--- config.mk ---
export PLATFORM = sky130hd
export DESIGN_NAME = nonrestoring_divider
export DESIGN_NICKNAME = d
export VERILOG_FILES = /design/src/rtl/nonrestoring_divider.sv
export SDC_FILE = /design/constraint.sdc
export NUM_CORES = 1
export LEC_CHECK = 0
export CORE_MARGIN = 2
export CORE_UTILIZATION = 57
export CTS_BUF_LIST = sky130_fd_sc_hd__clkbuf_8
export CTS_CLUSTER_DIAMETER = 50
export DETAILED_ROUTE_END_ITERATION = 6
export PLACE_DENSITY = 0.9
export SLEW_MARGIN = 20
export SYNTH_ARGS = -nofsm -noshare
export SYNTH_HDL_FRONTEND = slang
export SYNTH_SLANG_ARGS = --single-unit
--- constraint.sdc ---
create_clock -name clk -period 3.7 [get_ports clk]
set_clock_uncertainty 0.2 [all_clocks]
set_input_delay 0.37 -clock clk [delete_from_list [all_inputs] [get_ports clk]]
set_output_delay 0.37 -clock clk [all_outputs]
set_load 0.01 [all_outputs]
--- src/rtl/nonrestoring_divider.sv ---
// -----------------------------------------------------------------------------
// nonrestoring_divider
//
// Sequential unsigned divider using the non-restoring algorithm. One quotient
// bit is produced per clock; a final FIX cycle corrects a negative partial
// remainder.
//
// Timeline for a start accepted at edge T:
//   cycles T+1 .. T+WIDTH : CALC (one iteration per cycle)
//   cycle  T+WIDTH+1      : FIX  (remainder correction)
//   cycle  T+WIDTH+2      : DONE (done pulses, results valid)
// The next start can be accepted at the edge that ends the DONE cycle's
// successor (IDLE), giving one division per WIDTH+3 cycles back to back.
//
// Optional feature macro: DIV_ZERO_CHECK_EN
//   defined   : a zero divisor is detected at accept time and the divider
//               jumps straight to DONE (done at T+1, div_by_zero=1).
//   undefined : no detection logic; a zero divisor runs the normal sequence
//               and naturally yields quotient=all ones, remainder=dividend;
//               div_by_zero is tied low.
//
// Ports:
//   clk          in   clock, rising edge
//   rst          in   synchronous active-high reset (priority over start)
//   start        in   division request, sampled only in IDLE
//   dividend     in   WIDTH-bit unsigned dividend, captured on accept
//   divisor      in   WIDTH-bit unsigned divisor, captured on accept
//   busy         out  high while in CALC or FIX
//   done         out  one-cycle pulse when results become valid
//   quotient     out  registered WIDTH-bit quotient
//   remainder    out  registered WIDTH-bit remainder
//   div_by_zero  out  registered divide-by-zero flag
// -----------------------------------------------------------------------------
module nonrestoring_divider #(
  parameter int WIDTH = 8
) (
  input  logic             clk,
  input  logic             rst,
  input  logic             start,
  input  logic [WIDTH-1:0] dividend,
  input  logic [WIDTH-1:0] divisor,
  output logic             busy,
  output logic             done,
  output logic [WIDTH-1:0] quotient,
  output logic [WIDTH-1:0] remainder,
  output logic             div_by_zero
);

  localparam int CNT_W = $clog2(WIDTH + 1);

  typedef enum logic [1:0] {
    S_IDLE,
    S_CALC,
    S_FIX,
    S_DONE
  } state_t;

  state_t                  r_state;
  logic signed [WIDTH:0]   r_p;     // partial remainder, two's complement
  logic [WIDTH-1:0]        r_aq;    // dividend bits shift out of the top, quotient bits in at the bottom
  logic [WIDTH-1:0]        r_d;     // captured divisor
  logic [CNT_W-1:0]        r_cnt;
  logic                    r_busy;
  logic                    r_done;
  logic [WIDTH-1:0]        r_quo;
  logic [WIDTH-1:0]        r_rem;

  logic signed [WIDTH:0]   w_shift;
  logic signed [WIDTH:0]   w_step;
  logic signed [WIDTH:0]   w_fix;
  logic [WIDTH:0]          w_dext;

  // Single WIDTH+1-bit adder: sub=1 inverts the operand and injects carry-in,
  // so the same hardware performs a+b or a-b.
  function automatic logic signed [WIDTH:0] addsub(
    input logic signed [WIDTH:0] a,
    input logic [WIDTH:0]        b,
    input logic                  sub
  );
    logic [WIDTH:0] b_m;
    logic [WIDTH:0] sum;
    b_m = b ^ {(WIDTH+1){sub}};
    sum = $unsigned(a) + b_m + {{WIDTH{1'b0}}, sub};
    return $signed(sum);
  endfunction

  assign w_dext  = {1'b0, r_d};
  // Shift the next dividend bit into P; the MSB lost here is recovered by
  // modular arithmetic because the add/sub result always fits in range.
  assign w_shift = $signed({r_p[WIDTH-1:0], r_aq[WIDTH-1]});
  // Sign of the previous P chooses subtract (P>=0) or add (P<0).
  assign w_step  = addsub(w_shift, w_dext, ~r_p[WIDTH]);
  assign w_fix   = r_p[WIDTH] ? addsub(r_p, w_dext, 1'b0) : r_p;

`ifdef DIV_ZERO_CHECK_EN
  logic r_dbz;
  logic w_zero;
  assign w_zero      = (divisor == '0);
  assign div_by_zero = r_dbz;
`else
  assign div_by_zero = 1'b0;
`endif

  always_ff @(posedge clk) begin
    if (rst) begin
      r_state <= S_IDLE;
      r_p     <= '0;
      r_aq    <= '0;
      r_d     <= '0;
      r_cnt   <= '0;
      r_busy  <= 1'b0;
      r_done  <= 1'b0;
      r_quo   <= '0;
      r_rem   <= '0;
`ifdef DIV_ZERO_CHECK_EN
      r_dbz   <= 1'b0;
`endif
    end else begin
      case (r_state)
        S_IDLE: begin
          r_done <= 1'b0;
          if (start) begin
            r_d   <= divisor;
            r_aq  <= dividend;
            r_p   <= '0;
            r_cnt <= CNT_W'(WIDTH);
`ifdef DIV_ZERO_CHECK_EN
            if (w_zero) begin
              r_state <= S_DONE;
              r_done  <= 1'b1;
              r_quo   <= '1;
              r_rem   <= dividend;
              r_dbz   <= 1'b1;
            end else begin
              r_state <= S_CALC;
              r_busy  <= 1'b1;
            end
`else
            r_state <= S_CALC;
            r_busy  <= 1'b1;
`endif
          end
        end

        S_CALC: begin
          r_p   <= w_step;
          // Quotient bit is the inverted sign of the new partial remainder.
          r_aq  <= {r_aq[WIDTH-2:0], ~w_step[WIDTH]};
          r_cnt <= r_cnt - CNT_W'(1);
          if (r_cnt == CNT_W'(1)) begin
            r_state <= S_FIX;
          end
        end

        S_FIX: begin
          r_p     <= w_fix;
          r_quo   <= r_aq;
          r_rem   <= w_fix[WIDTH-1:0];
          r_done  <= 1'b1;
          r_busy  <= 1'b0;
          r_state <= S_DONE;
`ifdef DIV_ZERO_CHECK_EN
          r_dbz   <= 1'b0;
`endif
        end

        S_DONE: begin
          r_done  <= 1'b0;
          r_state <= S_IDLE;
        end

        default: begin
          r_state <= S_IDLE;
          r_busy  <= 1'b0;
          r_done  <= 1'b0;
        end
      endcase
    end
  end

  assign busy      = r_busy;
  assign done      = r_done;
  assign quotient  = r_quo;
  assign remainder = r_rem;

endmodule

* After elaboration in Yosys (flattened, before gate mapping) *
Cells that the tools add are included.

cells by class
  add/sub/neg operators = 4
  equal/unequal tests = 6
  muxes and demuxes = 13
  bitwise logic cells = 3
  reduce and logical (&&, ||, !) cells = 11

operators by type and width
  cell                                               count
  case mux 9 bit (3 select lines)                    1
  2-to-1 mux 9 bit                                   2
  case mux 8 bit (2 select lines)                    1
  AND reduction 2 bit                                5
  adder 9 x 1 -> 9 bit                               1
  adder 9 x 8 -> 9 bit                               1
  adder 9 bit                                        1
  bitwise XOR 8 x 9 -> 9 bit                         1
  2-to-1 mux 8 bit                                   1
  case mux 2 bit (4 select lines)                    1
  case mux 4 bit (2 select lines)                    1
  nonzero test 2 bit                                 3
  == test 2 bit (second input constant)              2
  == test 4 x 1 -> 1 bit (second input constant)     1
  2-to-1 mux 2 bit                                   2
  2-to-1 mux 4 bit                                   1
  inequality test 2 bit (second input constant)      2
  case mux 1 bit (2 select lines)                    2
  subtractor 4 x 1 -> 4 bit (second input constant)  1
  nonzero test 3 bit                                 1
  == test 2 x 1 -> 1 bit (second input constant)     1
  zero test 2 bit                                    1
  inverter 1 bit                                     2
  OR reduction 2 bit                                 1
  2-to-1 mux 1 bit                                   1

storage, ports and cells
  register bits = 49
  input bits = 19
  word-level logic and storage cells = 46

* Logic depth before layout (Yosys ltp) *
Gate-level depths: netlist of run 1.

  word-level depth = 6
  mapped depth = 12

* Worst setup path before layout of run 1 *
Ideal clock, no wire load.

  path kind = reg-to-reg
  start = reg r_p[8]
  end = reg r_p[6]
  setup time = 0.134 ns
  data arrival time = 2.427 ns
  path slack = 0.938 ns
  cell stages (with the launch flop) = 12
  path buffers = 3
  clock period less this slack = 2.762 ns
  cell sequence = dfxtp_1 -> buf_4 -> buf_2 -> buf_2 -> xnor2_1 -> ha_1 -> a21o_1 -> o21a_1 -> o21a_1 -> or3_1 -> a32oi_1 -> a211oi_1

on the way
  cells in the longest elaborated chain, start to end = 5
  elaborated cells between the ends (all ways) = 6
  classes of those cells = add/sub (2); mux (2); bitwise (2)

RTL lines
  element                            line  RTL
  start, declared                    59    logic signed [WIDTH:0] r_p;
  start signal, assigned             146   r_p <= w_step;
  start signal, assigned             156   r_p <= w_fix;
  inverter 1 bit                     92    assign w_step = addsub(w_shift, w_dext, ~r_p[WIDTH]);
  bitwise XOR 8 x 9 -> 9 bit         82    b_m = b ^ {(WIDTH+1){sub}};
  adder 9 bit                        83    sum = $unsigned(a) + b_m + {{WIDTH{1'b0}}, sub};
  adder 9 x 1 -> 9 bit               83
  case mux 9 bit (3 select lines) *  119   case (r_state)

Mark *: on every way between the ends. The rest lies on a longest branch, timed or not.
A chain may end at the register's enable or synchronous reset.

* Final worst setup path of run 1 *
  start = reg r_state[1]
  end = reg r_cnt[3]

on the way
  cells in the longest elaborated chain, start to end = 3
  elaborated cells between the ends (all ways) = 6
  classes of those cells = eq/ne (2); mux (1); reduce/logical (3)

RTL lines
  element                                                                line  RTL
  start, declared                                                        58    state_t r_state;
  start signal, assigned                                                 106   r_state <= S_IDLE;
  start signal, assigned                                                 139   r_state <= S_CALC;
  start signal, assigned                                                 151   r_state <= S_FIX;
  == test 2 x 1 -> 1 bit or zero test 2 bit (tied branches)              119
  nonzero test 2 bit (no line) or inequality test 2 bit (tied branches)  --
  AND reduction 2 bit (no line)                                          --
  end signal, assigned                                                   126   r_cnt <= CNT_W'(WIDTH);
  end signal, assigned                                                   149   r_cnt <= r_cnt - CNT_W'(1);
  end, declared                                                          62    logic [CNT_W-1:0] r_cnt;

Several ways; a longest one is shown, not always the timed one.

==> impl_metrics.py, run 1 <==
metrics = {
    "cts": {
        "clkLatencyLatePin_ns": 0.31,
        "cts_tree": "done",
        "cts_hold_buf": 0,
        "clk_path_buf_depth": 2,
        "cts-root-buf": "clkbuf_8",
        "cts_max_level": 2,
        "ctsResizeCount": 0,
        "cts_buffers": 5,
        "cts_sinks": 49,
        "clkTransAtPathRegs_ns": 0.10,
        "postCtsSetupBuffers": 0,
    },
    "power_and_ir_drop": {
        "p_leak_nw": 1.27,
        "finalPower_mw": 2.34,
        "ir_worst_vdd_mv": 0.397,
        "p_per_area_mw_per_mm2": 697,
    },
    "global_route": {
        "overflow": 0,
        "grt_pass1_wl_um": 11200,
        "gr-usage-all-layers_pct": 26.6,
        "antenna_found_initial": 0,
        "grt_max_degree": 27,
        "grt_pass1_vias": 2426,
    },
    "critical_path": {
        "crit_arrival_ns": 2.66,
        "worstSetupEndpointType": "flip-flop",
        "startpoint": "r_state[1]",
        "rr_startpoint": "r_state[1]",
        "crit_buf_inv": 3,
        "cp.required_ns": 3.72,
        "crit_top_cell": "inv_1",
        "r2r_cells": 7,
        "ff2ff_setup_slack_ns": 1.06,
        "slowest_stage": "o21ai_1",
        "r2r_end": "r_cnt[3]",
        "path_max_fanout": 21,
        "cp-start-kind": "flip-flop",
        "crit_family": "compound AO/OA/AOI/OAI gates",
        "crit_path_max_incr_delay_ns": 0.85,
        "path_cells": "inv_1 -> ha_1 -> buf_4 -> inv_1 -> o21ai_1 -> nor2_1 -> a211oi_1",
        "critPathKind": "reg -> reg",
    },
    "placement": {
        "gp_congestion": 0.935,
        "dp.cells": 428,
        "post-dp-hpwl_um": 4950,
        "io_buffers": 36,
        "placed_cell_area_mm2": 0.00326,
    },
    "sta": {
        "period_needed_ns": 2.64,
        "fin_crit_sh_pct": 71.3,
        "max_slew_margin_pct": 30.7,
        "fin_tns_setup_ns": 0,
        "slew_viol_final": 0,
        "rsz0062_at_grt": "no",
        "hold_violations": 0,
        "fmax_mhz": 379,
        "tightest_slew_ns": 1.03,
        "whs_ns": 0.272,
        "setup_viol_count_final": 0,
    },
    "yosys": {
        "async_flop_share_pct": 0,
        "synth-edff-count": 0,
        "netlist_top_cells_area": "dfxtp_1 34%, ha_1 9.7%, mux2i_1 7.4%, nor2_1 5.3%, nand2_1 4.9%",
        "ys_ff_latch": 49,
        "synth.yosys.warnings": 0,
        "ys_dominant_reg_cell": "dfxtp_1",
        "synth_area_per_cell_um2": 8.46,
        "netlist_area_mm2": 0.00285,
        "yosysTopAreaCellShare_pct": 34.4,
        "yosysUniqueCellTypes": 53,
        "syn_nets": 380,
        "ys_seq_area_share_pct": 34.4,
        "postSynthCellCount": 337,
        "synth_area_leader_cell": "dfxtp_1",
    },
    "outcome": {
        "status": "completed",
    },
    "final_layout": {
        "final_area_mm2": 0.00335,
        "area_growth_pct": 17.6,
        "fill_cells": 357,
        "diodes": 0,
        "multiInputGateArea_mm2": 0.00174,
        "final_cells": 436,
        "fin_nets": 411,
        "regArea_um2": 981,
        "drive_gt1_share_pct": 4.88,
    },
    "worst_hold_path": {
        "holdCritPathClass": "reg -> reg",
        "hold_depth": 2,
        "holdPathEnd": "remainder[3]",
        "min_from": "remainder[3]",
    },
    "routing": {
        "drc": 0,
        "firstDrtPassIters": 5,
        "wirelength_um": 7050,
        "ant_nets": 0,
        "drt_iter0_markers": 189,
        "wire_per_inst_um": 16.2,
        "num_vias": 2615,
        "viasPerCell": 6.00,
    },
    "floorplan": {
        "start_util_pct": 59.6,
        "core_mm2": 0.00479,
        "die_x_um": 74.7,
        "die_y_um": 74.7,
        "ios": 38,
        "num_rows": 25,
        "die_area_mm2": 0.00558,
    },
    "flow_run": {
        "drv_cap": 0,
    },
}
[metal layers]
metal | share of wire, % | global-route usage (%) | vias to the layer above
met1 | 40 | 31.4 | 1226
met3 | 6.5 | 4.42 | 27
met2 | 50 | 46.5 | 109
met4 | 3.6 | 13.7 | 0
met5 | 0 | 0 | -
li1 | - | - | 1253
[cells in the mapped netlist, drive strengths merged (3+ instances only)]
master,number
nand2b,4
nand2,37
a31oi,3
clkbuf,8
inv,11
ha,22
dfxtp,49
a21o,6
mux2i,21
nor3,11
nor2,40
a211oi,15
a21oi,28
buf,10
xnor2,14
a22oi,3
o211ai,4
o21ai,9
o22ai,3
[flip-flops by register name (all words and copies together) (netlist names)]
name	count
done	1
quotient	8
remainder	8
r_aq	8
r_cnt	4
r_d	8
r_state	2
r_p	9
busy	1
[worst max path at each step]
| stage | end | slack (ns) | depth (start not counted) |
|---|---|---|---|
| 3_3_place_gp | r_p[6] | 1.20 | 8 |
| 3_5_place_dp | r_p[7] | 1.12 | 8 |
| 4_1_cts | r_cnt[3] | 1.08 | 7 |
| 5_1_grt | r_cnt[3] | 0.79 | 7 |
| 6_report | r_cnt[3] | 1.06 | 7 |
| 2_1_floorplan | r_p[6] | 0.94 | 11 |
[cell families after synthesis]
family | share of synthesized area (%)
compound gates | 19.8
xor+xnor | 4.92
fa+ha+maj | 11.1
buf+inv | 4.48
flops | 34.4
mux | 8.16
other cells | 0.132
simple gates | 17.0
[final cells by class]
class / count / area share, %
well taps: 67 / 2.50
clock inverters: 2 / 0.410
inverters: 12 / 1.34
clock buffers: 6 / 2.46
flip-flops and latches: 49 / 29.3
repair buffers: 42 / 12.1
multi-input cells: 258 / 51.9
[per-stage QoR]
step                setup slack, ns  utilization, %
global route                  0.785            70.1
detailed placement             1.12            68.1
floorplan                     0.938               -
global placement               1.20            68.1
CTS                            1.08            70.1
finish                         1.06            70.1
[worst reg2reg max path: stages (launching register included)]
cell and delay (ns):
dfxtp_1 0.34, inv_1 0.10, ha_1 0.16, buf_4 0.28, inv_1 0.22, o21ai_1 0.85
nor2_1 0.11, a211oi_1 0.29
[power breakdown]
part / switching, mW / internal, mW / total, mW
logic: 0.717 / 0.508 / 1.23
clock network: 0.191 / 0.152 / 0.343
registers: 0.116 / 0.654 / 0.770
total: 1.02 / 1.31 / 2.34
[cell usage in the layout, fill, tap and decap left out, types with 4 or more instances in the layout]
cell	instances
dfxtp_1	49
nor2_1	40
nand2_1	37
clkdlybuf4s50_1	36
a21oi_1	27
ha_1	22
mux2i_1	21
a211oi_1	15
xnor2_1	14
inv_1	11
nor3_1	11
o21ai_0	7
a21o_1	6
clkbuf_8	6
buf_4	6
nand2b_1	4
o211ai_1	4
Power figures use the tool's default switching activity.
==> run 2, diff against run 1 <==
==> constraint.sdc (replaced) <==
create_clock -name clk -period 2.45 [get_ports clk]
set_clock_uncertainty 0.2 [all_clocks]
set_input_delay 0.245 -clock clk [delete_from_list [all_inputs] [get_ports clk]]
set_output_delay 0.245 -clock clk [all_outputs]
set_load 0.01 [all_outputs]
==> run 2 against run 1 <==
Against the previous run: the run now ends with negative setup slack left; clock-buffer cell count decreased by 1; first-iteration DRC count rose by 65%; utilization up 5.9 points; fmax grew 6.4%; combinational power rose by 75%; setup slack lost 1.1 ns.
==> impl_metrics.py, run 2 (same netlist as run 1, synthesis figures left out) <==
metrics = {
    "sta": {
        "fin_tns_setup_ns": -0.0282,
        "rsz0062_at_grt": "yes",
        "fmax_mhz": 404,
        "setup_viol_count_final": 1,
        "fin_crit_sh_pct": 101,
        "period_needed_ns": 2.48,
        "slew_viol_final": 0,
        "finalWorstSetupSlack_ns": -0.0282,
        "hold_violations": 0,
        "whs_ns": 0.269,
    },
    "critical_path": {
        "crit_family": "compound AO/OA/AOI/OAI gates",
        "cp.required_ns": 2.45,
        "crit_path_max_incr_delay_ns": 0.45,
        "crit_top_cell": "o21a_1",
        "slowest_stage": "dfxtp_1",
        "rr_startpoint": "r_d[3]",
        "path_max_fanout": 3,
        "path_cells": "xnor2_2 -> ha_1 -> and3b_1 -> o21a_1 -> o21a_1 -> or3_1 -> a32oi_1 -> a211oi_1",
        "startpoint": "r_d[3]",
        "cp-start-kind": "flip-flop",
        "ff2ff_setup_slack_ns": -0.03,
        "crit_buf_inv": 0,
        "worstSetupEndpointType": "flip-flop",
        "critPathKind": "reg -> reg",
        "crit_arrival_ns": 2.48,
        "r2r_end": "r_p[6]",
        "r2r_cells": 8,
    },
    "worst_hold_path": {
        "hold_depth": 2,
        "holdPathEnd": "remainder[6]",
        "min_from": "remainder[6]",
        "holdCritPathClass": "reg -> reg",
    },
    "cts": {
        "cts_tree": "done",
        "clkTransAtPathRegs_ns": 0.10,
        "clk_path_buf_depth": 2,
        "cts_hold_buf": 0,
        "cts_buffers": 5,
        "clkLatencyLatePin_ns": 0.31,
        "cts_sinks": 49,
        "cts_max_level": 2,
        "cts-root-buf": "clkbuf_8",
    },
    "placement": {
        "dp.cells": 443,
        "post-dp-hpwl_um": 5060,
        "io_buffers": 36,
        "gp_congestion": 0.974,
    },
    "final_layout": {
        "diodes": 0,
        "final_cells": 454,
        "largest_reg_flops": 9,
        "drive_gt1_share_pct": 15.0,
        "fin_nets": 429,
        "area_growth_pct": 27.5,
        "regMostFlops": "r_p",
        "final_common_cell": "dfxtp_1",
        "final_cell_mix": "44 x dfxtp_1, 40 x nor2_1, 36 x nand2_1, 36 x clkdlybuf4s50_1, 27 x a21oi_1",
    },
    "floorplan": {
        "start_util_pct": 59.6,
        "num_rows": 25,
        "die_x_um": 74.7,
        "die_y_um": 74.7,
        "die_area_mm2": 0.00558,
        "ios": 38,
        "core_mm2": 0.00479,
    },
    "power_and_ir_drop": {
        "p_leak_nw": 1.37,
        "p_per_area_mw_per_mm2": 1060,
        "ir_worst_vdd_mv": 0.653,
    },
    "outcome": {
        "violations": "negative setup slack",
        "status": "complete, but fails checks",
    },
    "global_route": {
        "grt_pass1_vias": 2550,
        "gr-usage-all-layers_pct": 27.4,
        "overflow": 0,
        "antenna_found_initial": 0,
        "grt_max_degree": 52,
        "grt_pass1_wl_um": 11600,
    },
    "routing": {
        "firstDrtPassIters": 6,
        "drc": 0,
        "wire_per_inst_um": 17.4,
        "num_vias": 2774,
        "drt_iter0_markers": 311,
        "viasPerCell": 6.11,
        "ant_nets": 0,
        "wirelength_um": 7920,
    },
    "flow_run": {
        "drv_cap": 0,
    },
}
run 2: area by class of cell:
class	count	area, um2
Multi-Input combinational cell	258	1860
Fill cell	327	1150
Sequential cell	49	990
Timing Repair Buffer	60	561
Tap cell	67	83.8
Clock buffer	5	68.8
Inverter	12	45.0
Clock inverter	3	26.3
run 2: metrics by stage:
| stage | area (um2) | setup slack, ns | total power [mW] | utilization, % |
|---|---|---|---|---|
| after floorplan | 2880 | -0.143 | 2.50 | - |
| after global placement | 3390 | 0.0162 | 3.01 | 70.8 |
| after detailed placement | 3390 | -0.0740 | 3.12 | 70.8 |
| after CTS | 3510 | -0.0202 | 3.65 | 73.3 |
| after global routing | 3630 | -0.112 | 4.05 | 75.9 |
| final | 3630 | -0.0282 | 3.84 | 75.9 |
run 2: worst max-delay path by stage:
| stage | endpoint | cells past startpoint |
|---|---|---|
| floorplan | r_p[6] | 11 |
| global placement | r_p[6] | 8 |
| detailed placement | r_p[6] | 9 |
| CTS | r_p[6] | 9 |
| global route | r_p[7] | 7 |
| finish | r_p[6] | 8 |
run 2: what timing repair did:
| action | in CTS | in global routing |
|---|---|---|
| setup endpoints to repair | 5 | 5 |
| pin swaps | 2 | 9 |
| gates resized for setup | 6 | 22 |
| buffers inserted | 0 | 3 |
run 2: power by group:
group	switching (mW)	internal, mW
sequential	0.178	0.990
combinational	1.20	0.950
clock	0.307	0.208
total	1.69	2.15
run 2: worst register-to-register path, stage by stage, from the launching register on:
cell,delay (ns)
dfxtp_1,0.45
xnor2_2,0.17
ha_1,0.29
and3b_1,0.23
o21a_1,0.23
o21a_1,0.22
or3_1,0.31
a32oi_1,0.20
a211oi_1,0.09
run 2: metal layers:
layer | part of all wire [%] | GRT usage, % | wire length [um] | vias up
li1 | - | - | - | 1291
met1 | 40 | 33.5 | 3170 | 1284
met2 | 48 | 46.9 | 3790 | 160
met3 | 7.3 | 5.09 | 579 | 39
met4 | 4.9 | 12.3 | 385 | 0
met5 | 0 | 0 | 0 | -
